**src/rtl/serial_arith_pkg.sv**
```systemverilog
// -----------------------------------------------------------------------------
// serial_arith_pkg
// Shared types and helpers for the bit-serial arithmetic blocks.
//   state_t : controller states (IDLE, RUN, DONE)
//   CNT_W   : bit-position counter width for an N-bit operand, max(1, clog2(N))
// -----------------------------------------------------------------------------
package serial_arith_pkg;

  typedef enum logic [1:0] {
    IDLE = 2'd0,
    RUN  = 2'd1,
    DONE = 2'd2
  } state_t;

  function automatic int CNT_W(input int n);
    return ($clog2(n) < 1) ? 1 : $clog2(n);
  endfunction

endpackage

```
**src/rtl/sub_bit_cell.sv**
```systemverilog
// -----------------------------------------------------------------------------
// sub_bit_cell
// Combinational single-bit full-adder cell used for subtraction: the caller
// supplies the inverted subtrahend bit, so s/c' realise a - b with borrow
// carried as an inverted carry.
// Ports:
//   i_a  : minuend bit
//   i_nb : inverted subtrahend bit
//   i_c  : carry in (inverted borrow)
//   o_s  : difference bit
//   o_c  : carry out (inverted borrow out)
// -----------------------------------------------------------------------------
module sub_bit_cell (
  input  logic i_a,
  input  logic i_nb,
  input  logic i_c,
  output logic o_s,
  output logic o_c
);

  assign o_s = i_a ^ i_nb ^ i_c;
  assign o_c = (i_a & i_nb) | (i_a & i_c) | (i_nb & i_c);

endmodule

```
**src/rtl/serial_subtractor.sv**
```systemverilog
// -----------------------------------------------------------------------------
// serial_subtractor
// Bit-serial N-bit subtractor: diff = a - b - bin (mod 2^N), LSB first, one
// bit per clock through a single sub_bit_cell. A result is available N+1
// cycles after the operands are accepted; a start in the DONE cycle is taken
// immediately, giving back-to-back operations every N+1 cycles.
// Optional feature: define SERIAL_SUB_OVF_EN to add o_ovf, the two's-complement
// signed overflow of the subtraction.
// Ports:
//   i_clk   : rising-edge clock
//   i_rst_n : asynchronous active-low reset
//   i_start : request, accepted only while o_ready=1
//   i_a     : minuend (N bits), sampled on accept
//   i_b     : subtrahend (N bits), sampled on accept
//   i_bin   : borrow in, sampled on accept
//   o_ready : block accepts i_start this cycle
//   o_busy  : operation in progress
//   o_done  : one-cycle pulse, o_diff/o_bout newly updated
//   o_diff  : result, held until the next completion
//   o_bout  : borrow out, 1 iff a < b + bin (unsigned)
//   o_ovf   : signed overflow (only with SERIAL_SUB_OVF_EN)
// -----------------------------------------------------------------------------
module serial_subtractor
  import serial_arith_pkg::*;
#(
  parameter int N = 100
) (
  input  logic         i_clk,
  input  logic         i_rst_n,
  input  logic         i_start,
  input  logic [N-1:0] i_a,
  input  logic [N-1:0] i_b,
  input  logic         i_bin,
  output logic         o_ready,
  output logic         o_busy,
  output logic         o_done,
  output logic [N-1:0] o_diff,
  output logic         o_bout
`ifdef SERIAL_SUB_OVF_EN
  ,
  output logic         o_ovf
`endif
);

  localparam int            CW       = CNT_W(N);
  localparam logic [CW-1:0] LAST_CNT = CW'(N - 1);

  state_t         r_state;
  state_t         w_next;
  logic           w_accept;
  logic           w_last;

  logic [N-1:0]   r_sreg_a;
  logic [N-1:0]   r_sreg_b;
  logic           r_carry;
  logic [CW-1:0]  r_cnt;

  logic           w_s;
  logic           w_cout;
  logic [N-1:0]   w_res_next;

  logic           r_ready;
  logic           r_busy;
  logic           r_done;
  logic [N-1:0]   r_diff;
  logic           r_bout;

  assign w_last = (r_cnt == LAST_CNT);

  sub_bit_cell u_cell (
    .i_a  (r_sreg_a[0]),
    .i_nb (r_sreg_b[0]),
    .i_c  (r_carry),
    .o_s  (w_s),
    .o_c  (w_cout)
  );

  // State register
  always_ff @(posedge i_clk or negedge i_rst_n) begin
    if (!i_rst_n) begin
      r_state <= IDLE;
    end else begin
      r_state <= w_next;
    end
  end

  // Next-state and accept decode
  always_comb begin
    w_next   = r_state;
    w_accept = 1'b0;
    case (r_state)
      IDLE: begin
        if (i_start) begin
          w_accept = 1'b1;
          w_next   = RUN;
        end else begin
          w_next = IDLE;
        end
      end
      RUN: begin
        if (w_last) begin
          w_next = DONE;
        end else begin
          w_next = RUN;
        end
      end
      DONE: begin
        if (i_start) begin
          w_accept = 1'b1;
          w_next   = RUN;
        end else begin
          w_next = IDLE;
        end
      end
      default: begin
        w_next = IDLE;
      end
    endcase
  end

  // Operand shifters, carry and bit counter
  always_ff @(posedge i_clk or negedge i_rst_n) begin
    if (!i_rst_n) begin
      r_sreg_a <= '0;
      r_sreg_b <= '0;
      r_carry  <= 1'b0;
      r_cnt    <= '0;
    end else if (w_accept) begin
      // Subtraction as a + ~b + ~bin: inverted subtrahend, carry seeded with ~bin.
      r_sreg_a <= i_a;
      r_sreg_b <= ~i_b;
      r_carry  <= ~i_bin;
      r_cnt    <= '0;
    end else if (r_state == RUN) begin
      r_sreg_a <= r_sreg_a >> 1;
      r_sreg_b <= r_sreg_b >> 1;
      r_carry  <= w_cout;
      r_cnt    <= r_cnt + CW'(1);
    end else begin
      r_sreg_a <= r_sreg_a;
      r_sreg_b <= r_sreg_b;
      r_carry  <= r_carry;
      r_cnt    <= r_cnt;
    end
  end

  // Result register: each new bit enters at the MSB. Its LSB would be shifted
  // out on the final bit anyway, so only N-1 bits are stored and the final
  // word is assembled from the current cell output.
  generate
    if (N == 1) begin : g_res1
      assign w_res_next = w_s;
    end else begin : g_resn
      logic [N-2:0] r_res;

      // Partial-result shifter
      always_ff @(posedge i_clk or negedge i_rst_n) begin
        if (!i_rst_n) begin
          r_res <= '0;
        end else if (w_accept) begin
          r_res <= '0;
        end else if (r_state == RUN) begin
          r_res <= w_res_next[N-1:1];
        end else begin
          r_res <= r_res;
        end
      end

      assign w_res_next = {w_s, r_res};
    end
  endgenerate

  // Handshake outputs, registered from the next state
  always_ff @(posedge i_clk or negedge i_rst_n) begin
    if (!i_rst_n) begin
      r_ready <= 1'b1;
      r_busy  <= 1'b0;
      r_done  <= 1'b0;
    end else begin
      r_ready <= (w_next != RUN);
      r_busy  <= (w_next == RUN);
      r_done  <= (w_next == DONE);
    end
  end

  // Result outputs, loaded on the last RUN cycle (i.e. on entry to DONE)
  always_ff @(posedge i_clk or negedge i_rst_n) begin
    if (!i_rst_n) begin
      r_diff <= '0;
      r_bout <= 1'b0;
    end else if ((r_state == RUN) && w_last) begin
      r_diff <= w_res_next;
      r_bout <= ~w_cout;
    end else begin
      r_diff <= r_diff;
      r_bout <= r_bout;
    end
  end

`ifdef SERIAL_SUB_OVF_EN
  logic r_a_msb;
  logic r_b_msb;
  logic r_ovf;

  // Operand sign capture and overflow flag
  always_ff @(posedge i_clk or negedge i_rst_n) begin
    if (!i_rst_n) begin
      r_a_msb <= 1'b0;
      r_b_msb <= 1'b0;
      r_ovf   <= 1'b0;
    end else if (w_accept) begin
      r_a_msb <= i_a[N-1];
      r_b_msb <= i_b[N-1];
      r_ovf   <= r_ovf;
    end else if ((r_state == RUN) && w_last) begin
      // Last cell output is the result sign bit.
      r_a_msb <= r_a_msb;
      r_b_msb <= r_b_msb;
      r_ovf   <= (r_a_msb != r_b_msb) && (w_s != r_a_msb);
    end else begin
      r_a_msb <= r_a_msb;
      r_b_msb <= r_b_msb;
      r_ovf   <= r_ovf;
    end
  end

  assign o_ovf = r_ovf;
`endif

  assign o_ready = r_ready;
  assign o_busy  = r_busy;
  assign o_done  = r_done;
  assign o_diff  = r_diff;
  assign o_bout  = r_bout;

endmodule
```
**config.mk**
```make
export PLATFORM = sky130hd
export DESIGN_NAME = serial_subtractor
export DESIGN_NICKNAME = d
export VERILOG_FILES = /design/src/rtl/serial_arith_pkg.sv /design/src/rtl/sub_bit_cell.sv /design/src/rtl/serial_subtractor.sv
export SDC_FILE = /design/constraint.sdc
export NUM_CORES = 1
export LEC_CHECK = 0
export CAP_MARGIN = 25
export CORE_MARGIN = 1.5
export CORE_UTILIZATION = 53
export CTS_CLUSTER_DIAMETER = 50
export DETAILED_ROUTE_END_ITERATION = 8
export PLACE_DENSITY = 0.84
export SLEW_MARGIN = 20
export SYNTH_ARGS = -nofsm -noshare
export SYNTH_HDL_FRONTEND = slang
export SYNTH_SLANG_ARGS = --single-unit
```
**constraint.sdc**
```tcl
create_clock -name i_clk -period 2.5 [get_ports i_clk]
set_input_delay 0.25 -clock i_clk [delete_from_list [all_inputs] [get_ports i_clk]]
set_output_delay 0.25 -clock i_clk [all_outputs]
set_load 0.02 [all_outputs]
```
==> metrics.txt <==
mux cell area share after synthesis 0.187; clock-pin slew on the worst setup and hold paths 60 ps; I/O Pins between 300 and 400; status finished, final reports clean; Psw just over 3 mW; largest net degree at the start of global routing roughly 210; Pins Over Slew Limit 0; clock sink count 413; Worst R2R Path Depth 4; effective utilization at floorplan 0.536; total CTS buffers 44; core area ~31000 µm²; Async S/R FF share, synth 1.00; adder-cell share of the synthesized area 0.00193; Syn Std Cell Area 16800 µm²; Crit Path Category reg -> reg; synthesis-stage register bit count 413; CTS HTree Levels 2; Pleak slightly above 10 nW; IO buf count about 310; Hold Path Origin i_b[96]; WL met1 15.6 mm; GP Congestion 0.802; Post-DP HPWL ~24 mm; Hold WS between 200 and 300 ps; unrepaired setup endpoints after global routing no; Max VDD drop approximately 0.52 mV; Reg power frac 0.493; All-Layer GR Usage 0.231; period utilization 0.889; Post-CTS Hold Fix Bufs 1; CP Cell Sequence or4b_4 -> nor3_4 -> buf_12 -> mux2_2; clk buf depth 3; Clk network pwr share 0.458; root buf cell clkbuf_16; Achievable Freq approximately 450 MHz; internal power approximately 11 mW; main area contributors after synthesis dfrtp_1 61%, mux2i_1 12%, a22o_1 5.3%, mux2_1 5.2%, nand2_1 4.5%; Seq/Total Area, Yosys 0.614; die extent in y roughly 180 µm; Critical Path RT 2920 ps; DIE AREA around 33000 µm²; via count 11500; clk_skew 19.0 ps; Final Hold Fails 0; routed length on met2 18.0 mm; Top FF cell, synth dfrtp_1; worst hold path depth 2; Routed WL per cell around 18 µm; CTS tree done; setup TNS 0 ps; Post-Synth XOR/XNOR Area 0; final wirelength ~37 mm; Pwr per Cell Area about 660 nW/µm²; Slowest-stage cell, CP or4b_4; combinational group share of total power 0.049; Netlist cell types 30; Worst Hold Class in -> reg; hold worst-path end r_sreg_b[96]$_DFFE_PN0P_; syn_area_per_cell about 13 µm²; r2r setup slk around 280 ps; Sw Ratio 0.216; worst-path maximum fanout 85; grt total ovfl 0; layout cell share with drive strength beyond 1 0.0785; Post-synth EDFFs 0; post-synthesis cell count 1344; Rel. slew slack 0.339; vias in the first global route around 12000; Synth Warn # 0; largest family of logic cells by synthesized area multiplexers; antenna violations before repair 3; CP Launch Type flop; final core utilization 0.695; Die W ~180 µm; DRC viols 0; first-pass GRT wire length 61.7 mm; 1st-pass router iterations 5; Crit Reg-Reg Endpoint o_diff[0]$_DFFE_PN0P_; Top Metal Used met5; CP Capture Type flop; DR vias/cell between 5 and 6; final net count around 1800; CTS resizes 0; most frequent cells after synthesis 412 x dfrtp_1, 200 x mux2i_1, 200 x nand2_1, 101 x a22o_1, 99 x nor2_1; Slew @ Worst Pin roughly 990 ps; reg2reg start r_cnt[4]$_DFFE_PN0P_; met3 routed WL approximately 2.4 mm; DRT antenna net count 0; setup bufs post-CTS 0; Tmin final about 2200 ps; compound-cell area share of the yosys netlist 0.0934; cell taking the most area after synthesis dfrtp_1; worst skew pair latency 540 ps; max-cap check violation count 0; post-synthesis simple-gate area fraction 0.0734; final setup violation count 0; count leader, synth dfrtp_1; initial DRC count 890; crit path DAT approximately 2600 ps; P&R area growth vs syn 29.6%; max incr delay on CP approximately 560 ps; FP Rows 65; Yosys top cell area share 0.613; Syn Nets ~1600
area by class of cell:
type,instances,area [µm²]
clock buffer,58,1220
antenna,2,5.00
fill,2138,9590
clock inverter,20,246
inverter,1,3.75
tap,402,503
sequential,413,10300
multi-input combinational,827,6010
timing repair buffer,336,3470
per-layer routing:
layer | global-route usage | vias up
li1 | - | 5328
met2 | 0.370 | 363
met1 | 0.303 | 5729
met3 | 0.0625 | 92
met4 | 0.0860 | 2
met5 | 0 | -
state kept, by name (all words and copies together), names as in the netlist:
name / count
o_done: 1
r_carry: 1
g_resn.r_res: 99
o_bout: 1
r_sreg_b: 100
o_busy: 1
r_cnt: 7
o_ready: 1
r_state: 2
o_diff: 100
r_sreg_a: 100
worst max-delay path by stage:
stage	startpoint	to	cells past startpoint
2_1_floorplan	r_cnt[3]$_DFFE_PN0P_	o_diff[21]$_DFFE_PN0P_	5
3_3_place_gp	i_start	g_resn.r_res[20]$_DFFE_PN0P_	5
3_5_place_dp	i_start	g_resn.r_res[42]$_DFFE_PN0P_	5
4_1_cts	r_cnt[4]$_DFFE_PN0P_	o_diff[0]$_DFFE_PN0P_	4
5_1_grt	r_cnt[4]$_DFFE_PN0P_	o_diff[72]$_DFFE_PN0P_	4
6_report	r_cnt[4]$_DFFE_PN0P_	o_diff[0]$_DFFE_PN0P_	4
cell families after synthesis:
family,after synthesis
DFF,413
and+or+nand+nor,316
muxes,301
AOI/OAI and AO/OA,208
buffers and inverters,104
adders and majority gates,2
per-stage QoR:
step / total power [mW] / area [µm²] / worst slack, ps / instances
floorplan: 7.32 / 16800 / 552 / 1344
global placement: 7.86 / 20300 / 236 / 1978
detailed placement: 7.89 / 20300 / 204 / 1978
CTS: 14.5 / 21800 / 281 / 2057
global route: 14.9 / 21800 / 189 / 2059
finish: 14.3 / 21800 / 278 / 2059
worst max-delay path, delay by kind of cell, from the launching register on:
kind                   cells  cell delay (ps)
AND/OR/NAND/NOR            2              810
buffers and inverters      1              400
multiplexers               1              400
flip-flops                 1              420
power by group through the flow:
stage	sequential (mW)	clock [mW]	combinational, mW
floorplan	7.12	0	0.202
global placement	7.16	0	0.692
detailed placement	7.17	0	0.714
CTS	7.06	6.70	0.722
global route	7.09	7.01	0.781
finish	7.06	6.57	0.707
cell usage in the layout (no fill, tap or decap), types with 2 or more instances in the layout:
cell type,count
diode_2,2
a221o_1,3
clkbuf_16,44
o21ai_0,3
nand2_1,200
a22o_1,101
nand4_1,3
mux2_1,78
a31oi_1,94
clkinv_2,7
clkinv_4,2
clkbuf_1,7
bufinv_16,4
nand2b_4,2
inv_6,4
inv_8,2
a22oi_1,5
buf_12,14
dfrtp_1,412
clkbuf_8,7
buf_4,14
nand3_1,6
mux2_2,23
mux2i_1,200
nor2_1,98
clkdlybuf4s50_1,306
(Power assumes the default switching activity.)
